## config.mk

```make
export PLATFORM = sky130hd
export DESIGN_NAME = rvx_debug_command_encoder
export DESIGN_NICKNAME = d
export VERILOG_FILES = /design/src/rtl/rvx_debug_command_encoder.sv
export SDC_FILE = /design/constraint.sdc
export NUM_CORES = 1
export LEC_CHECK = 0
export BUFFER_PORTS_ARGS = -buffer_cell sky130_fd_sc_hd__buf_2
export CAP_MARGIN = 20
export CORE_ASPECT_RATIO = 1.25
export CORE_MARGIN = 10
export CORE_UTILIZATION = 45
export DETAILED_ROUTE_END_ITERATION = 8
export PLACE_DENSITY = 0.76
export SLEW_MARGIN = 10
export SYNTH_ARGS = -nofsm -noshare
export SYNTH_HDL_FRONTEND = slang
export SYNTH_SLANG_ARGS = --single-unit
```

## constraint.sdc

```tcl
create_clock -name clock -period 2.5 [get_ports clock]
set_input_delay 0.5 -clock clock [delete_from_list [all_inputs] [get_ports clock]]
set_output_delay 0.5 -clock clock [all_outputs]
set_load 0.03 [all_outputs]
```

## src/rtl/rvx_debug_command_encoder.sv

```systemverilog
// Debug abstract register-access command encoder: expands one command into a short
// stream of RV32I/Zicsr instruction words that the halted core executes via valid/ready.
module rvx_debug_command_encoder #(
   parameter logic [11:0] DSCRATCH0_ADDR = 12'h7B2,
   parameter logic [11:0] DSCRATCH1_ADDR = 12'h7B3,
   parameter int unsigned TEMP_REG       = 1,
   parameter bit          EMIT_EBREAK    = 1'b1
) (
   input  logic        clock,
   input  logic        reset_n,
   input  logic        cmd_valid,
   output logic        cmd_ready,
   input  logic        cmd_write,
   input  logic [15:0] cmd_regno,
   input  logic        cmd_abort,
   output logic        inst_valid,
   input  logic        inst_ready,
   output logic [31:0] inst_word,
   output logic        cmd_done,
   output logic        cmd_error
);

   localparam logic [6:0]  OPC_SYSTEM = 7'b1110011;
   localparam logic [2:0]  F3_CSRRW   = 3'b001;
   localparam logic [2:0]  F3_CSRRS   = 3'b010;
   localparam logic [31:0] EBREAK     = 32'h00100073;
   localparam logic [4:0]  TEMP       = TEMP_REG[4:0];
   localparam logic [4:0]  X0         = 5'd0;

   typedef enum logic [1:0] {
      IDLE   = 2'd0,
      EMIT   = 2'd1,
      FINISH = 2'd2
   } state_e;

   state_e      state_q, state_d;
   logic [2:0]  step_q, step_d;
   logic        write_q, write_d;
   logic        is_csr_q, is_csr_d;
   logic        illegal_q, illegal_d;
   logic [11:0] regno_q, regno_d;

   logic        req_is_csr;
   logic        req_is_gpr;
   logic [2:0]  seq_len;
   logic        last_step;
   logic        handshake;
   logic [31:0] word;

   function automatic logic [31:0] sys_instr(input logic [11:0] csr, input logic [4:0] rs1,
                                             input logic [2:0] f3, input logic [4:0] rd);
      return {csr, rs1, f3, rd, OPC_SYSTEM};
   endfunction

   assign req_is_csr = (cmd_regno[15:12] == 4'h0);
   assign req_is_gpr = (cmd_regno[15:5] == 11'h080);
   assign seq_len    = (is_csr_q ? 3'd4 : 3'd1) + (EMIT_EBREAK ? 3'd1 : 3'd0);
   assign last_step  = (step_q == seq_len - 3'd1);
   assign handshake  = (state_q == EMIT) && inst_ready;

   // CSR accesses park TEMP in dscratch1 so the core's GPR state survives the command.
   always_comb begin
      word = EBREAK;
      if (!is_csr_q) begin
         if (step_q == 3'd0) begin
            word = write_q ? sys_instr(DSCRATCH0_ADDR, X0, F3_CSRRS, regno_q[4:0])
                           : sys_instr(DSCRATCH0_ADDR, regno_q[4:0], F3_CSRRW, X0);
         end
      end else begin
         case (step_q)
            3'd0: word = sys_instr(DSCRATCH1_ADDR, TEMP, F3_CSRRW, X0);
            3'd1: word = write_q ? sys_instr(DSCRATCH0_ADDR, X0, F3_CSRRS, TEMP)
                                 : sys_instr(regno_q, X0, F3_CSRRS, TEMP);
            3'd2: word = write_q ? sys_instr(regno_q, TEMP, F3_CSRRW, X0)
                                 : sys_instr(DSCRATCH0_ADDR, TEMP, F3_CSRRW, X0);
            3'd3: word = sys_instr(DSCRATCH1_ADDR, X0, F3_CSRRS, TEMP);
            default: word = EBREAK;
         endcase
      end
   end

   always_comb begin
      state_d   = state_q;
      step_d    = step_q;
      write_d   = write_q;
      is_csr_d  = is_csr_q;
      illegal_d = illegal_q;
      regno_d   = regno_q;
      case (state_q)
         IDLE: begin
            if (cmd_valid) begin
               write_d   = cmd_write;
               regno_d   = cmd_regno[11:0];
               is_csr_d  = req_is_csr;
               illegal_d = !(req_is_csr || req_is_gpr);
               step_d    = 3'd0;
               state_d   = (req_is_csr || req_is_gpr) ? EMIT : FINISH;
            end
         end
         EMIT: begin
            if (cmd_abort) begin
               state_d = IDLE;
               step_d  = 3'd0;
            end else if (handshake) begin
               if (last_step) begin
                  state_d = FINISH;
               end else begin
                  step_d = step_q + 3'd1;
               end
            end
         end
         FINISH: begin
            state_d = IDLE;
            step_d  = 3'd0;
         end
         default: begin
            state_d = IDLE;
            step_d  = 3'd0;
         end
      endcase
   end

   always_ff @(posedge clock or negedge reset_n) begin
      if (!reset_n) begin
         state_q   <= IDLE;
         step_q    <= 3'd0;
         write_q   <= 1'b0;
         is_csr_q  <= 1'b0;
         illegal_q <= 1'b0;
         regno_q   <= 12'h000;
      end else begin
         state_q   <= state_d;
         step_q    <= step_d;
         write_q   <= write_d;
         is_csr_q  <= is_csr_d;
         illegal_q <= illegal_d;
         regno_q   <= regno_d;
      end
   end

   // An abort landing in FINISH suppresses the completion pulse.
   assign cmd_ready  = (state_q == IDLE);
   assign inst_valid = (state_q == EMIT);
   assign inst_word  = inst_valid ? word : 32'h0000_0000;
   assign cmd_done   = (state_q == FINISH) && !cmd_abort;
   assign cmd_error  = cmd_done && illegal_q;

endmodule

```

==> impl_metrics.py <==
metrics = {
    "run_status": {
        "outcome": "finished with violations",
        "violations": "setup timing",
    },
    "yosys": {
        "synth_area_mm2": 0.001364,
        "synth-seq-cells": 20,
        "synth_area_leaders": "dfrtp_1 37%, mux2_2 11%, and2_1 6.4%",
        "yosysTopAreaCell": "dfrtp_1",
        "syn_avg_cell_area_um2": 9.341,
        "seq_area_frac_synth": 0.3670,
        "ys_types": 37,
        "synth_top_cell_area_share": 0.3670,
        "synth_cells": 146,
        "ys_warn_count": 0,
    },
    "timing": {
        "period_minus_slack_ps": 2513,
        "worst_pin_slew_ps": 701.8,
        "relSlewSlack": 0.5321,
        "holdWs_ps": 128.0,
        "hold_viol": 0,
        "layout_setup_ws_ps": -13.27,
        "final_max_slew_viol_count": 0,
        "finClkSkew_ps": 3.769,
        "setup_viol": 1,
        "max_freq_ghz": 0.3979,
        "timing.final.crit_share": 1.005,
    },
    "cts": {
        "cts_made_buffers": 3,
        "root_buffer": "clkbuf_4",
        "cts.sinks": 20,
        "cts-htree-levels": 1,
        "cts_hold_buffers": 0,
        "cts.reportedPaths.clkPinSlew_ps": 120,
        "cts_tree": "built",
        "clock_latency_ps": 300,
        "ctsLongestPathBuffers": 2,
    },
    "finish": {
        "nets": 229,
        "layout_commonest_cell": "buf_2",
        "finish.utilization": 0.6368,
        "fill_cells": 244,
        "drive_above_1_share": 0.5323,
        "insertedDiodeCount": 0,
        "syn_to_final_growth_pct": 36.24,
        "final_cell_mix": "44 x buf_2, 19 x dfrtp_1, 14 x and2_1",
    },
    "worst_hold_path": {
        "hold_class": "in -> async",
    },
    "floorplanning": {
        "start_util": 0.4674,
        "placementRows": 22,
        "dieHeight_um": 81.55,
        "coreArea_mm2": 0.002918,
        "io_pins": 58,
        "die_w_um": 69.24,
        "die_area_mm2": 0.005647,
    },
    "setup_path": {
        "worstPathMaxFanout": 7,
        "cp_slowest_cell": "dfrtp_1",
        "cp_cell_sequence": "inv_1, ha_1, mux2i_1, nor2_2, o21ai_0, a21oi_2, buf_4",
        "cp.required_ps": 2000,
        "crit_family": "flip-flops",
        "critPathArrivalTime_ps": 2010,
        "critPathCaptureType": "output port",
        "cp.buffers_inverters": 2,
        "critPathMaxStageDelay_ps": 460,
        "critPathLaunchType": "flop",
        "path_class": "reg -> out",
    },
    "drt": {
        "wirelength_um": 4104,
        "vias_per_cell": 5.527,
        "dr.pass1.iters": 4,
        "drc": 0,
        "first_iter_violations": 58,
        "ant_nets": 0,
        "vias": 1310,
        "wire_per_inst_um": 17.32,
    },
    "global_routing": {
        "antenna_found_initial": 0,
        "gr-usage-all-layers": 0.1257,
        "grt_max_degree": 21,
        "overflow": 0,
        "grt_pass1_vias": 1324,
        "grt_first_pass_wirelength_um": 5940,
    },
    "pwr": {
        "p_leak_nw": 0.8740,
        "ir_worst_vdd_mv": 0.4579,
        "powerDensity_mw_per_mm2": 710.2,
    },
    "flow_run": {
        "drv_cap": 0,
    },
    "place": {
        "routabilityCongestion": 0.7975,
        "dp_hpwl_um": 3086,
        "portBuffers": 54,
    },
}
[cells in the mapped netlist, drive strengths merged]
master,number
dfrtp,20
a21oi,15
and2,14
mux2,13
buf,11
o21ai,9
nand2,8
nor2,8
inv,6
ha,5
nand2b,4
nor3,4
nand3,3
or4,3
mux2i,2
nand3b,2
nor2b,2
nor3b,2
a211o,1
a221oi,1
a311o,1
a311oi,1
a31oi,1
a32o,1
and3b,1
clkbuf,1
conb,1
nand4,1
o22ai,1
o31ai,1
o41ai,1
or3,1
or3b,1
[per-stage QoR]
step                      TNS [ps]  instance area (µm²)  total power, mW  std cells  setup WS, ps
after floorplan                  0                 1371           0.8863        148         230.2
after global placement           0                 1615           0.9874        227         173.4
after detailed placement         0                 1615            1.017        227         92.65
after CTS                        0                 1705            1.289        231         31.79
after global routing        -489.4                 1858            1.399        237        -145.9
final                       -13.27                 1858            1.320        237        -13.27
[final timing paths]
kind                       slack [ps]                       to                     from  cells after the start
setup / recovery                  -10            inst_word[27]    step_q[1]$_DFFE_PN0P_                      7
hold / removal                    130   regno_q[6]$_DFFE_PN0P_                  reset_n                      1
setup reg to reg                  730   regno_q[7]$_DFFE_PN0P_   state_q[0]$_DFFE_PN0P_                      3
hold reg to reg                   520  regno_q[10]$_DFFE_PN0P_  regno_q[10]$_DFFE_PN0P_                      1
max in group asynchronous        2030    step_q[0]$_DFFE_PN0P_                  reset_n                      1
min in group clock                410     is_csr_q$_DFFE_PN0P_            cmd_regno[12]                      2
[worst register-to-register path: cells and delay by family (launching register included)]
family	cells	cell delay, ps
DFF	1	470
muxes	1	420
and+or+nand+nor	2	790
[where the power goes]
group	leakage (nW)	switching [mW]	total [mW]	internal, mW
clock network	0.0279	0.104	0.266	0.162
logic	0.605	0.256	0.489	0.233
registers	0.241	0.120	0.564	0.444
total	0.874	0.481	1.32	0.839
[repair_timing]
item / 4_1_cts / 5_1_grt
setup endpoints to repair: 19 / 22
pin swaps: 1 / 5
buffers inserted: 0 / 6
gates resized for setup: 11 / 42
[final cells by class]
class	count	area, µm²	share of cell area
Clock inverter	1	30.03	0.01616
Sequential cell	20	501.7	0.2700
Inverter	6	22.52	0.01212
Timing Repair Buffer	61	366.6	0.1973
Tap cell	36	45.04	0.02424
Clock buffer	3	22.52	0.01212
Multi-Input combinational cell	110	869.6	0.4680
[registers in the layout, indices dropped and copies added, names as in the netlist]
signal     count
regno_q       12
step_q         3
state_q        2
illegal_q      1
is_csr_q       1
write_q        1
[metal layers]
metal,vias to the layer above,GRT usage,share of wire
li1,621,-,-
met2,56,0.2537,0.56
met3,10,0.02895,0.062
met1,623,0.1147,0.35
met5,-,0,0
met4,0,0.06653,0.026
[logic make-up (layout without fill, tap and decap cells)]
kind of cell	count (synthesis)	count (layout)	share of synthesized area
flip-flops	20	20	0.3670
multiplexers	15	15	0.1220
buffers and inverters	18	71	0.07431
adder cells (fa/ha/maj)	5	5	0.04587
other	1	3	0.002750
AND/OR/NAND/NOR	54	54	0.2248
AO/OA/AOI/OAI	33	33	0.1633
Note: power is estimated with default switching activity, not from simulation.
